## src/rtl/sap_pkg.sv

```systemverilog
// Shared constants and helpers for the SAP-style instruction sequencer.
package sap_pkg;
  localparam int N_STATES_DEF = 6;
  localparam int CNT_W_DEF    = 8;
  localparam int T1_IDX       = 0;

  // Index width for a count of states; never narrower than one bit.
  function automatic int clog2(input int value);
    int r;
    r = 0;
    for (int i = 0; i < 31; i++) begin
      if ((1 << i) < value) r = i + 1;
    end
    return (r < 1) ? 1 : r;
  endfunction
endpackage

```

## src/rtl/edge_detect.sv

```systemverilog
// Rising-transition detector for a level input, evaluated on the falling clock edge.
module edge_detect (
  input  logic clk,
  input  logic res,
  input  logic d,
  output logic pulse
);
  logic prev_q = 1'b0;

  always_ff @(negedge clk) begin
    if (res) prev_q <= 1'b0;
    else     prev_q <= d;
  end

  assign pulse = d & ~prev_q;
endmodule

```

## src/rtl/ring_sequencer.sv

```systemverilog
// One-hot T-state ring with binary index, completed-instruction counter,
// sticky halt and optional single-step gating; all state moves on the falling edge.
module ring_sequencer
  import sap_pkg::*;
#(
  parameter  int N_STATES = N_STATES_DEF,
  parameter  int CNT_W    = CNT_W_DEF,
  localparam int IDX_W    = clog2(N_STATES)
) (
  input  logic                clk,
  input  logic                res,
  input  logic                en,
  input  logic                done,
  input  logic                hlt,
  input  logic                step_mode,
  input  logic                step,
  output logic [N_STATES-1:0] t,
  output logic [IDX_W-1:0]    t_idx,
  output logic                last,
  output logic                halted,
  output logic [CNT_W-1:0]    icount
);
  localparam logic [N_STATES-1:0] T1_VEC   = {1'b1, {(N_STATES-1){1'b0}}};
  localparam logic [N_STATES-1:0] ONE_VEC  = {{(N_STATES-1){1'b0}}, 1'b1};
  localparam logic [IDX_W-1:0]    T1_I     = IDX_W'(T1_IDX);
  localparam logic [IDX_W-1:0]    LAST_IDX = IDX_W'(N_STATES - 1);

  logic [N_STATES-1:0] t_q      = T1_VEC;
  logic [IDX_W-1:0]    idx_q    = '0;
  logic [CNT_W-1:0]    cnt_q    = '0;
  logic                halted_q = 1'b0;

  logic [N_STATES-1:0] t_nxt;
  logic [IDX_W-1:0]    idx_nxt;
  logic [CNT_W-1:0]    cnt_nxt;
  logic                step_pulse;
  logic                ring_ok;
  logic                advance;

  edge_detect u_step_edge (
    .clk   (clk),
    .res   (res),
    .d     (step),
    .pulse (step_pulse)
  );

  assign last = (idx_q == LAST_IDX);

  // Next-state: a corrupted ring always recovers to T1 without counting an instruction.
  always_comb begin
    ring_ok = (t_q != '0) && ((t_q & (t_q - ONE_VEC)) == '0);
    advance = en && !halted_q && !hlt && (!step_mode || step_pulse);
    t_nxt   = t_q;
    idx_nxt = idx_q;
    cnt_nxt = cnt_q;
    if (!ring_ok) begin
      t_nxt   = T1_VEC;
      idx_nxt = T1_I;
    end else if (advance) begin
      if (last || done) begin
        t_nxt   = T1_VEC;
        idx_nxt = T1_I;
        cnt_nxt = cnt_q + CNT_W'(1);
      end else begin
        t_nxt   = t_q >> 1;
        idx_nxt = idx_q + IDX_W'(1);
      end
    end
  end

  // State register
  always_ff @(negedge clk) begin
    if (res) begin
      t_q      <= T1_VEC;
      idx_q    <= T1_I;
      cnt_q    <= '0;
      halted_q <= 1'b0;
    end else begin
      t_q      <= t_nxt;
      idx_q    <= idx_nxt;
      cnt_q    <= cnt_nxt;
      halted_q <= halted_q | hlt;
    end
  end

  // Outputs
  always_comb begin
    t      = t_q;
    t_idx  = idx_q;
    icount = cnt_q;
    halted = halted_q;
  end
endmodule
```

## config.mk

```make
export PLATFORM = sky130hd
export DESIGN_NAME = ring_sequencer
export DESIGN_NICKNAME = d
export VERILOG_FILES = /design/src/rtl/sap_pkg.sv /design/src/rtl/edge_detect.sv /design/src/rtl/ring_sequencer.sv
export SDC_FILE = /design/constraint.sdc
export NUM_CORES = 1
export LEC_CHECK = 0
export CAP_MARGIN = 40
export CORE_MARGIN = 4
export CORE_UTILIZATION = 44
export CTS_BUF_LIST = sky130_fd_sc_hd__clkbuf_4
export CTS_CLUSTER_DIAMETER = 120
export DETAILED_ROUTE_END_ITERATION = 6
export GPL_TIMING_DRIVEN = 0
export PLACE_DENSITY_LB_ADDON = 0.05
export SKIP_LAST_GASP = 1
export SLEW_MARGIN = 20
export SYNTH_ARGS = -nofsm -noshare
export SYNTH_HDL_FRONTEND = slang
export SYNTH_SLANG_ARGS = --single-unit
```

## constraint.sdc

```tcl
create_clock -name clk -period 1.9 [get_ports clk]
set_clock_uncertainty 0.15 [all_clocks]
set_input_delay 0.38 -clock clk [delete_from_list [all_inputs] [get_ports clk]]
set_output_delay 0.38 -clock clk [all_outputs]
set_load 0.02 [all_outputs]
```

==> metrics.yaml, run 1 <==
place:
  place_hpwl_um: 1560
  gp_congestion: 0.726
  dp_slack_ps: -1300
  port_buffers: 25
  place_inst: 163
floorplan:
  rows: 16
  core_sq_um: 2000
  dieArea_sq_um: 2950
  io_pins: 26
  initial_utilization_pct: 47.2
  die_x_um: 54.3
  fp.dieH_um: 54.3
cells_and_area:
  diodes: 0
  syn_to_final_growth_pct: 91.0
  final_cell_mix: "buf_6 (24), inv_1 (23), buf_4 (23)"
  fin_util_pct: 90.1
  drive_above_1_share_pct: 60.0
  nets: 196
  fillers: 78
  layout_commonest_cell: "buf_6"
  stdcell_count: 212
grt:
  antenna_found_initial: 0
  grt_max_degree: 11
  grt_pass1_vias: 1283
  grt-ovfl-total: 0
  grt_pass1_wl_um: 5460
  grt_use_total_pct: 26.4
power:
  switching_share_pct: 37.1
  internal-power_uw: 584
  power.share.clock_pct: 42.6
  seqPwrFrac_pct: 42.8
  p_comb_share_pct: 14.6
  p_per_area_nw_per_um2: 514
  max-vdd-ir-drop_uv: 379
  leakagePower_nw: 0.789
  power.switching_uw: 344
worst_setup_path:
  crit_path_end_kind: "output pin"
  crit_path_start_kind: "flip-flop"
  required_ps: 1370
  crit_type: "flip-flop to output pin"
  critical_path_arrival_ps: 2140
  cp_max_fo: 2
synth:
  ys_seq_area_share_pct: 40.3
  synth_area_sq_um: 945
  avgSynthCellArea_sq_um: 8.51
  yosysWarnings: 0
  synth_seq_cells: 19
  synth_nets: 121
  yosysUniqueCellTypes: 31
  netlist_instances: 111
clock_tree:
  cts_sinks: 19
  cts-root-buf: "clkbuf_4"
  clkTransAtPathRegs_ps: 50
  clock_path_buffers: 2
  postCtsHoldBufs: 0
  cts_htree_levels: 1
  clk_latency_ps: 390
  cts_made_buffers: 3
  tritoncts: "built"
route:
  drtPass1Iterations: 4
  postRouteAntennaNets: 0
  drt_iter0_markers: 48
  wl_per_cell_um: 18.7
  routed_wl_um: 3960
  viasPerCell: 5.45
  drc: 0
  detailroute.via_count: 1155
worst_hold_path:
  hp-class: "flip-flop to flip-flop"
timing:
  rsz0062_at_grt: "true"
  fin_tns_setup_ps: -14880
  setup_viol: 37
  maxSlewHeadroom_pct: 47.6
  finalHoldViolations: 0
  worst_slack_ps: -772
  slew_viol_final: 0
  worst_slew_pin_slew_ps: 782
outcome:
  violations: "setup timing"
  status: "finished, violations left"
run:
  max_cap_violations: 0
final timing paths:
path                            slack, ps   endpoint  depth (start not counted)  startpoint
worst max-delay path                 -770       last                          4    t_idx[1]
worst min-delay path                  380  icount[7]                          3   icount[7]
worst max register to register       -400  icount[6]                          6        t[5]
worst min register to register        380  icount[7]                          3   icount[7]
final cells by class:
type	instances	area, sq um	share of cell area [%]
inverter	5	21.3	1.18
tap	27	33.8	1.87
sequential	19	435	24.1
multi-input combinational	84	714	39.6
clock inverter	20	75.1	4.16
buffer	2	16.3	0.902
clock buffer	3	22.5	1.25
timing repair buffer	52	485	26.9
state kept, by name, indices dropped and copies added, names as in the netlist:
register,cells
u_step_edge.prev_q,1
t,6
halted,1
icount,8
t_idx,3
cell usage after synthesis:
cell type | instances | area, sq um
o211ai_1 | 2 | 15.0
buf_1 | 1 | 3.75
a21o_1 | 2 | 15.0
xor2_1 | 1 | 8.76
clkbuf_1 | 1 | 3.75
xnor2_1 | 2 | 17.5
nor3_1 | 3 | 15.0
a21oi_1 | 13 | 65.1
nor2b_1 | 3 | 18.8
or3_1 | 3 | 18.8
inv_1 | 6 | 22.5
a2111oi_4 | 1 | 27.5
and2_1 | 3 | 18.8
buf_2 | 1 | 5.00
dfxtp_1 | 19 | 380
mux2_2 | 1 | 11.3
o21bai_1 | 1 | 7.51
nor2_1 | 13 | 48.8
o21a_1 | 1 | 7.51
o21ai_0 | 5 | 25.0
o31ai_2 | 1 | 12.5
nand3_1 | 9 | 45.0
nor3b_2 | 1 | 12.5
a21o_2 | 2 | 17.5
or2b_1 | 1 | 7.51
ha_1 | 3 | 37.5
nand2_1 | 3 | 11.3
nand3b_1 | 1 | 7.51
nor3b_1 | 3 | 22.5
mux2i_1 | 1 | 10.0
nand2b_1 | 4 | 25.0
cell families after synthesis:
kind of cell | synth area share (%)
mux | 2.25
buf+inv | 3.71
fa+ha+maj | 3.97
compound gates | 20.4
xor+xnor | 2.78
simple gates | 26.6
flops | 40.3
routing by layer:
metal	track usage [%]	vias to the layer above	share of wire, %
li1	-	535	-
met3	9.54	19	6.3
met2	46.2	60	50
met5	0	-	0
met1	25.8	541	40
met4	17.4	0	3.8
per-stage QoR:
stage	power (mW)	instance area (sq um)	hold slack, ps
after floorplan	0.533	1040	352
after global routing	0.997	1800	435
after global placement	0.565	1330	314
after detailed placement	0.567	1330	323
after CTS	0.886	1730	377
final	0.927	1800	385
critical path, stage by stage, from the launching register on:
cell and delay (ps):
dfxtp_4 360, inv_4 40, ha_4 150, and2_4 140
buf_6 120
what timing repair did:
item | in CTS | in global routing
pin swaps | 14 | 13
resized for setup | 164 | 17
cloned | 2 | 0
endpoints found under the setup margin | 38 | 36
setup buffers | 25 | 1
hold endpoints to repair | 0 | 0
power by group through the flow:
stage / sequential [mW] / combinational [mW] / clock (mW)
global placement: 0.419 / 0.0815 / 0.0644
global route: 0.396 / 0.142 / 0.459
detailed placement: 0.419 / 0.0833 / 0.0644
floorplan: 0.424 / 0.0441 / 0.0644
finish: 0.397 / 0.135 / 0.395
CTS: 0.396 / 0.115 / 0.375
(Power assumes the default switching activity.)
==> run 2, diff against run 1 <==
--- a/config.mk
+++ b/config.mk
@@ -6,8 +6,10 @@
 export NUM_CORES = 1
 export LEC_CHECK = 0
 export CAP_MARGIN = 40
+export CELL_PAD_IN_SITES_DETAIL_PLACEMENT = 1
+export CELL_PAD_IN_SITES_GLOBAL_PLACEMENT = 2
 export CORE_MARGIN = 4
-export CORE_UTILIZATION = 44
+export CORE_UTILIZATION = 25
 export CTS_BUF_LIST = sky130_fd_sc_hd__clkbuf_4
 export CTS_CLUSTER_DIAMETER = 120
 export DETAILED_ROUTE_END_ITERATION = 6
==> run 2 against run 1 <==
The flow still finishes with violations (setup timing). Core utilization is 38 points lower. Clock power is 1% lower. Non-clock buffer count is 5 higher. Sequential power hardly changed. Via count is 4.2% lower. Largest cell class unchanged. Highest routed layer unchanged.
==> metrics.yaml, run 2 (synthesized netlist as in run 1, its figures left out) <==
route:
  wl_per_cell_um: 14.9
  detailroute.via_count: 1106
  drc: 0
  drt_iter0_markers: 33
  drtPass1Iterations: 4
  routed_wl_um: 3550
  viasPerCell: 4.65
  postRouteAntennaNets: 0
place:
  gp_congestion: 0.683
  place_inst: 184
  dp_slack_ps: -1360
  port_buffers: 25
  place_hpwl_um: 1870
floorplan:
  rows: 22
  core_sq_um: 3660
  die_x_um: 69.5
  fp.dieH_um: 69.5
  dieArea_sq_um: 4830
  initial_utilization_pct: 25.8
  io_pins: 26
clock_tree:
  tritoncts: "built"
  clk_latency_ps: 410
  clock_path_buffers: 2
  postCtsHoldBufs: 0
  clkTransAtPathRegs_ps: 40
  cts-root-buf: "clkbuf_4"
  cts_htree_levels: 1
  cts_sinks: 19
  cts_made_buffers: 3
grt:
  grt_max_degree: 11
  grt-ovfl-total: 0
  grt_pass1_wl_um: 5740
  grt_use_total_pct: 14.6
  antenna_found_initial: 0
  grt_pass1_vias: 1254
cells_and_area:
  regArea_sq_um: 433
  fin_util_pct: 52.4
  diodes: 0
  drive_above_1_share_pct: 60.0
  final_cell_mix: "buf_4 (26), inv_1 (23), buf_6 (23)"
  syn_to_final_growth_pct: 103
  layout_commonest_cell: "buf_4"
  stdcell_count: 238
  largest_register_ffs: 8
  multi_input_area_sq_um: 727
  nets: 201
  fillers: 436
outcome:
  status: "finished, violations left"
  violations: "setup timing"
timing:
  worst_slew_pin_slew_ps: 776
  setup_viol: 36
  rsz0062_at_grt: "true"
  worst_slack_ps: -742
  slew_viol_final: 0
  maxSlewHeadroom_pct: 48.0
  finalHoldViolations: 0
power:
  seqPwrFrac_pct: 42.8
  power.switching_uw: 336
  p_per_area_nw_per_um2: 483
  power.share.clock_pct: 42.1
  totalPowerFinal_uw: 928
  p_comb_share_pct: 15.1
  internal-power_uw: 592
  leakagePower_nw: 0.844
  switching_share_pct: 36.2
  max-vdd-ir-drop_uv: 233
worst_setup_path:
  r2r_slack_ps: -340
  cp_max_fo: 2
  crit_type: "flip-flop to output pin"
  crit_path_end_kind: "output pin"
  required_ps: 1370
  crit_path_start_kind: "flip-flop"
  critical_path_arrival_ps: 2110
worst_hold_path:
  hp-class: "flip-flop to flip-flop"
run:
  max_cap_violations: 0
## run 2: layer usage
metal / share of wire (%) / vias to the layer above / GRT usage, %
met1: 40 / 527 / 14.9
li1: - / 548 / -
met5: 0 / - / 0
met4: 2.2 / 0 / 9.11
met3: 3.3 / 7 / 2.90
met2: 55 / 24 / 26.9
## run 2: final timing paths
| kind | start | end | cells after the start |
|---|---|---|---|
| worst max-delay path | t_idx[1] | last | 4 |
| worst min-delay path | icount[7] | icount[7] | 3 |
| worst max register to register | t[5] | icount[6] | 6 |
| worst min register to register | icount[7] | icount[7] | 3 |
## run 2: layout make-up
type / count / area share (%)
buffer: 2 / 1.04
clock buffer: 3 / 1.17
clock inverter: 20 / 3.91
inverter: 5 / 1.11
multi-input combinational: 84 / 37.9
sequential: 19 / 22.6
tap: 48 / 3.13
timing repair buffer: 57 / 29.2
## run 2: what timing repair did
action / 4_1_cts / 5_1_grt
setup buffers: 24 / 7
resized for setup: 165 / 17
gates cloned: 2 / 0
pin swaps: 16 / 11
endpoints found under the setup margin: 38 / 38
## run 2: power by group through the flow
stage / logic, mW / clock network [mW] / registers [mW]
final: 0.140 / 0.391 / 0.397
after global placement: 0.0842 / 0.0644 / 0.419
after global routing: 0.150 / 0.465 / 0.397
after floorplan: 0.0441 / 0.0644 / 0.424
after CTS: 0.126 / 0.395 / 0.397
after detailed placement: 0.0849 / 0.0644 / 0.420
## run 2: worst max-delay path, cell delays in order (launching register included)
cell	delay, ps
dfxtp_4	350
inv_4	40
ha_4	140
and2_4	130
buf_6	120
## run 2: stage by stage
stage	cell area, sq um	TNS [ps]	hold slack, ps
floorplan	1040	-8290	352
CTS	1810	-14210	394
detailed placement	1350	-30830	338
global placement	1350	-30260	314
finish	1920	-14060	389
global route	1920	-15640	432
